<file path="config.mk">
export PLATFORM = sky130hd
export DESIGN_NAME = calc_op_sequencer
export DESIGN_NICKNAME = d
export VERILOG_FILES = /design/src/rtl/calc_op_sequencer.sv
export SDC_FILE = /design/constraint.sdc
export NUM_CORES = 1
export LEC_CHECK = 0
export ABC_AREA = 1
export CORE_UTILIZATION = 56
export CTS_BUF_LIST = sky130_fd_sc_hd__clkbuf_8
export CTS_CLUSTER_SIZE = 8
export DETAILED_ROUTE_END_ITERATION = 8
export PLACE_DENSITY = 0.88
export SYNTH_ARGS = -nofsm -noshare
export SYNTH_HDL_FRONTEND = slang
export SYNTH_SLANG_ARGS = --single-unit
</file>
<file path="constraint.sdc">
create_clock -name clk -period 5.45 [get_ports clk]
set_clock_uncertainty 0.2 [all_clocks]
set_input_delay 1.09 -clock clk [delete_from_list [all_inputs] [get_ports clk]]
set_output_delay 1.09 -clock clk [all_outputs]
set_load 0.05 [all_outputs]
</file>
<file path="src/rtl/calc_op_sequencer.sv">
// Calculator control sequencer: operand A -> opcode -> operand B -> execute -> show.
// Optional CALC_CHAIN_EN: an op pulse in S_SHOW reuses the low half of the result as operand A.
module calc_op_sequencer #(
  parameter int WIDTH = 8
) (
  input  logic               clk,
  input  logic               reset_n,
  input  logic               enter,
  input  logic               add,
  input  logic               sub,
  input  logic               mult,
  input  logic [WIDTH-1:0]   data_in,
  output logic [2:0]         state,
  output logic [1:0]         op_code,
  output logic [2*WIDTH-1:0] result,
  output logic               busy,
  output logic               done,
  output logic               overflow
);

  localparam int CW = $clog2(WIDTH + 1);

  typedef enum logic [2:0] {
    S_NONE0 = 3'd0,
    S_A     = 3'd1,
    S_B     = 3'd2,
    S_OP    = 3'd3,
    S_EXEC  = 3'd4,
    S_MUL   = 3'd5,
    S_NONE6 = 3'd6,
    S_SHOW  = 3'd7
  } state_t;

  state_t             st, st_nxt;
  logic [WIDTH-1:0]   a_reg, a_nxt, b_reg, b_nxt;
  logic [2*WIDTH-1:0] mul_a, mul_a_nxt, acc, acc_nxt, res_nxt;
  logic [CW-1:0]      cnt, cnt_nxt;
  logic [1:0]         op_nxt, sel_op;
  logic               ovf_nxt, done_nxt, chained, chained_nxt, any_op;

  // mult > sub > add when several pulses coincide
  assign any_op = add | sub | mult;
  assign sel_op = mult ? 2'b11 : sub ? 2'b10 : add ? 2'b01 : 2'b00;

  always_comb begin
    st_nxt      = st;
    a_nxt       = a_reg;
    b_nxt       = b_reg;
    mul_a_nxt   = mul_a;
    acc_nxt     = acc;
    cnt_nxt     = cnt;
    op_nxt      = op_code;
    res_nxt     = result;
    ovf_nxt     = overflow;
    done_nxt    = 1'b0;
    chained_nxt = chained;
    case (st)
      S_A: if (enter) begin
        a_nxt  = data_in;
        st_nxt = S_OP;
      end
      S_OP: if (any_op) begin
        op_nxt = sel_op;
        st_nxt = S_B;
      end
      S_B: if (enter) begin
        b_nxt = data_in;
        if (op_code == 2'b11) begin
          st_nxt    = S_MUL;
          cnt_nxt   = CW'(WIDTH);
          acc_nxt   = '0;
          mul_a_nxt = {{WIDTH{1'b0}}, a_reg};
        end else begin
          st_nxt = S_EXEC;
        end
      end
      S_EXEC: begin
        if (op_code == 2'b10) begin
          res_nxt = {{WIDTH{1'b0}}, a_reg} - {{WIDTH{1'b0}}, b_reg};
          ovf_nxt = (a_reg < b_reg) | chained;
        end else begin
          res_nxt = {{WIDTH{1'b0}}, a_reg} + {{WIDTH{1'b0}}, b_reg};
          ovf_nxt = chained;
        end
        done_nxt = 1'b1;
        st_nxt   = S_SHOW;
      end
      S_MUL: begin
        // WIDTH shift-add steps, then one cycle to publish the accumulator
        if (cnt != '0) begin
          if (b_reg[0]) acc_nxt = acc + mul_a;
          mul_a_nxt = mul_a << 1;
          b_nxt     = b_reg >> 1;
          cnt_nxt   = cnt - 1'b1;
        end else begin
          res_nxt  = acc;
          ovf_nxt  = chained;
          done_nxt = 1'b1;
          st_nxt   = S_SHOW;
        end
      end
      S_SHOW: begin
        if (enter) begin
          st_nxt      = S_A;
          op_nxt      = 2'b00;
          chained_nxt = 1'b0;
        end
`ifdef CALC_CHAIN_EN
        else if (any_op) begin
          a_nxt       = result[WIDTH-1:0];
          op_nxt      = sel_op;
          ovf_nxt     = |result[2*WIDTH-1:WIDTH];
          chained_nxt = |result[2*WIDTH-1:WIDTH];
          st_nxt      = S_B;
        end
`endif
      end
      default: st_nxt = S_A;
    endcase
  end

  always_ff @(posedge clk) begin
    if (!reset_n) begin
      st       <= S_A;
      a_reg    <= '0;
      b_reg    <= '0;
      mul_a    <= '0;
      acc      <= '0;
      cnt      <= '0;
      op_code  <= 2'b00;
      result   <= '0;
      overflow <= 1'b0;
      done     <= 1'b0;
      chained  <= 1'b0;
    end else begin
      st       <= st_nxt;
      a_reg    <= a_nxt;
      b_reg    <= b_nxt;
      mul_a    <= mul_a_nxt;
      acc      <= acc_nxt;
      cnt      <= cnt_nxt;
      op_code  <= op_nxt;
      result   <= res_nxt;
      overflow <= ovf_nxt;
      done     <= done_nxt;
      chained  <= chained_nxt;
    end
  end

  assign state = st;
  assign busy  = (st == S_EXEC) || (st == S_MUL);

endmodule
</file>
======== After elaboration in Yosys (flattened, before gate mapping) ========
Index checks and enable logic that the tools add are counted.
word-level totals
  bits in registers ....................... 75
  output and inout port bits .............. 24
operators by class
  add/subtract/negate cells ............... 4
  $lt $le $gt $ge ......................... 1
  equal/unequal tests ..................... 16
  mux-type cells .......................... 37
  bitwise operators ....................... 2
  reductions and logical operators ........ 12
operator list
  cell                                            number
  two-way mux 16 bit                              9
  one-hot mux 16 bit (2 select lines)             3
  one-hot mux 3 bit (6 select lines)              1
  adder 16 bit                                    1
  two-way mux 8 bit                               2
  != test 2 bit (second input constant)           8
  one-hot mux 8 bit (2 select lines)              1
  two-way mux 3 bit                               5
  two-way mux 4 bit                               3
  AND reduction 5 bit                             2
  adder 8 x 8 -> 9 bit                            1
  == test 3 bit (second input constant)           3
  subtractor 8 x 8 -> 9 bit                       1
  < comparator 8 bit                              1
  two-way mux 2 bit                               4
  one-hot mux 4 bit (2 select lines)              1
  == test 3 x 2 -> 1 bit (second input constant)  2
  AND reduction 3 bit                             2
  nonzero test 2 bit                              3
  two-way mux 1 bit                               5
  == test 2 bit (second input constant)           2
  one-hot mux 1 bit (2 select lines)              2
  one-hot mux 2 bit (2 select lines)              1
  AND reduction 2 bit                             2
  other kinds (6)                                 7

======== Longest topological paths before layout ========
  word-level depth ........................ 5
  gate-level depth with buffers ........... 14
  mapped depth without buffers ............ 14

======== Worst setup path after synthesis ========
No wires, ideal clock.
  path type ............................... reg2out
  from .................................... register st[2], in the netlist state[2]
  to ...................................... output busy
  data arrival time ....................... 1174 ps
  path slack .............................. 2986 ps
  stages on the path, launching flop included .. 3
  path buffers ............................ 0
  path through ............................ dfxtp_1 inv_2 nor2_4
on the way
  word-level cells in the longest chain between the ends .. 2
  elaborated cells between the ends (all ways) .. 3
  those cells by class .................... eq/ne: 2; reduce/logical: 1
RTL lines
  item                    line  text
  start, declared         34    state_t st, st_nxt;
  start signal, assigned  136   st <= st_nxt;
  == test 3 bit           151   assign busy = (st == S_EXEC) || (st == S_MUL);
  logical OR 1 bit *      151
  end, declared           16    output logic busy,
Mark *: on every way between the ends. The rest lies on a longest branch, timed or not.

======== Final worst setup path ========
Ends and elaborated chain as after synthesis.

==> impl_metrics.json <==
{
  "die_y_um": 94.3,
  "crit_fanout": 5,
  "crit_required_ns": 4.16,
  "h-tree-depth": 3,
  "syn_inst": 675,
  "nFillCells": 697,
  "clkSlewWorstSetupHoldPaths_ns": 0.09,
  "slew_viol_final": 0,
  "wl_met2_um": 5960,
  "synth_area_per_cell_um2": 7.07,
  "num_antenna_cells": 0,
  "coreArea_mm2": 0.00822,
  "antenna_found_initial": 0,
  "io_pins": 38,
  "setup_tns_ns": 0,
  "portBuffers": 37,
  "synth-compound-area-share": 0.198,
  "synth_edf_count": 0,
  "arrival_ns": 1.91,
  "clock_path_buffers": 2,
  "highest_layer": "met4",
  "syn_to_final_growth_pct": 11.4,
  "cts-buffers-inserted": 9,
  "setup_viol": 0,
  "gp_congestion": 0.979,
  "synth_adder_area_share": 0.0992,
  "syn_nets": 725,
  "synth_top_family_by_area": "simple AND/OR/NAND/NOR gates",
  "place_hpwl_um": 8890,
  "first_pass_iters": 5,
  "async_flop_share": 0,
  "routedLengthMet1_um": 5240,
  "maxCapViolCount": 0,
  "yosys_register_bits": 75,
  "cts_tree": "done",
  "end_kind": "primary output",
  "top_regs": "acc x16, mul_a x16, result x16",
  "synth_top_flop_cell": "dfxtp_1",
  "drt-vias-per-instance": 5.79,
  "drt_iter0_drc": 252,
  "nNetsFinal": 748,
  "fin_util": 0.647,
  "ir_drop_mv": 0.197,
  "ant_nets": 0,
  "yosys_warnings": 0,
  "wl_met3_um": 727,
  "die_w_um": 94.3,
  "grt_pass1_vias": 4432,
  "layout-drive-gt1-share": 0.0926,
  "layout_commonest_cell": "nand2_1",
  "clock_sinks": 75,
  "crit_type": "reg2out",
  "totalWireLength_um": 12200,
  "final_cell_mix": "144 x nand2_1, 80 x nor2_1, 75 x dfxtp_1, 63 x inv_1, 59 x a21oi_1",
  "post-synth-top-area-fraction": 0.315,
  "min_period_ns": 3.20,
  "min_path_type": "reg2reg",
  "timing.fmax_ghz": 0.312,
  "synth_mux_area_frac": 0,
  "yosys.area_share.simple": 0.286,
  "clk_latency_ns": 0.36,
  "finalHoldViolations": 0,
  "synth.distinct_cells": 47,
  "seq_area_frac_synth": 0.315,
  "status": "finished clean",
  "synthesis.area_mm2": 0.00477,
  "grt-ovfl-total": 0,
  "gr-usage-all-layers": 0.294,
  "rsz0062_at_grt": "false",
  "r2r_slack_ns": 2.52,
  "postCtsSetupBuffers": 0,
  "yosys.area.top_type": "dfxtp_1",
  "fp.dieArea_mm2": 0.00889,
  "p_leak_nw": 2.34,
  "cts_hold_buf": 0,
  "fp-row-count": 33,
  "wl_per_cell_um": 15.1,
  "grt_max_degree": 38,
  "tightestPinTransition_ns": 0.939,
  "min_period_over_period": 0.587,
  "cts_resized": 0,
  "p_per_area_mw_per_mm2": 401,
  "start_util": 0.580,
  "grt_pass1_wl_um": 20600,
  "drc": 0,
  "synth_xor_area_frac": 0.00918,
  "crit_path_start_kind": "flop",
  "slew_headroom": 0.372,
  "vias": 4669,
  "root_buffer": "clkbuf_8",
  "synthTopCellsByArea": "dfxtp_1 31%, nand2_1 11%, ha_1 8.7%"
}
-- per-layer routing --
metal,global-route usage,vias up
met5,0,-
met4,0.0987,0
met3,0.0574,35
met2,0.505,171
met1,0.363,2183
li1,-,2280
-- final cells by class --
class / count / area, um^2 / area share
Multi-Input combinational cell: 502 / 2830 / 0.532
Sequential cell: 75 / 1500 / 0.283
Clock inverter: 5 / 61.3 / 0.0115
Inverter: 73 / 285 / 0.0537
Clock buffer: 10 / 138 / 0.0259
Timing Repair Buffer: 37 / 370 / 0.0697
Tap cell: 105 / 131 / 0.0247
-- power breakdown --
group	leakage (nW)	switching (mW)	internal (mW)	total [mW]
clock	0.103	0.217	0.225	0.442
combinational	1.63	0.663	0.298	0.960
sequential	0.608	0.0933	0.634	0.728
-- critical path, stage by stage, from the launching register on --
cell,delay [ns]
dfxtp_1,0.47
inv_2,0.12
nor2_4,0.12
clkdlybuf4s50_1,0.83
-- cells in the mapped netlist, drive strengths merged, types with 7 or more instances --
master	count
inv	72
a211oi	23
o21ai	48
ha	33
buf	18
nor2	81
nand3	41
a21oi	69
nand2	157
a31oi	7
clkbuf	7
dfxtp	75
-- kinds of logic (layout without fill, tap and decap cells) --
logic type	Yosys count	in the layout
xor+xnor	5	5
buf+inv	98	125
simple gates	306	306
flops	75	75
fa+ha+maj	36	36
compound gates	155	155
-- metrics by stage --
step | setup slack, ns | cells | cell area (um^2) | hold WS (ns) | total power, mW
after CTS | 2.26 | 807 | 5310 | 0.276 | 2.12
after global routing | 2.17 | 807 | 5310 | 0.294 | 2.26
after floorplan | 2.99 | 675 | 4770 | 0.245 | 1.42
final | 2.25 | 807 | 5310 | 0.274 | 2.13
after global placement | 2.12 | 792 | 5110 | 0.253 | 1.66
after detailed placement | 2.08 | 792 | 5110 | 0.262 | 1.68
-- worst paths after layout --
kind / start / end / cells after the start
max reg2reg: state[0] / cnt[2] / 9
min reg2reg: result[3] / result[3] / 2
min: result[3] / result[3] / 2
max: state[2] / busy / 3
No activity file was read; power rests on OpenSTA's default activity.
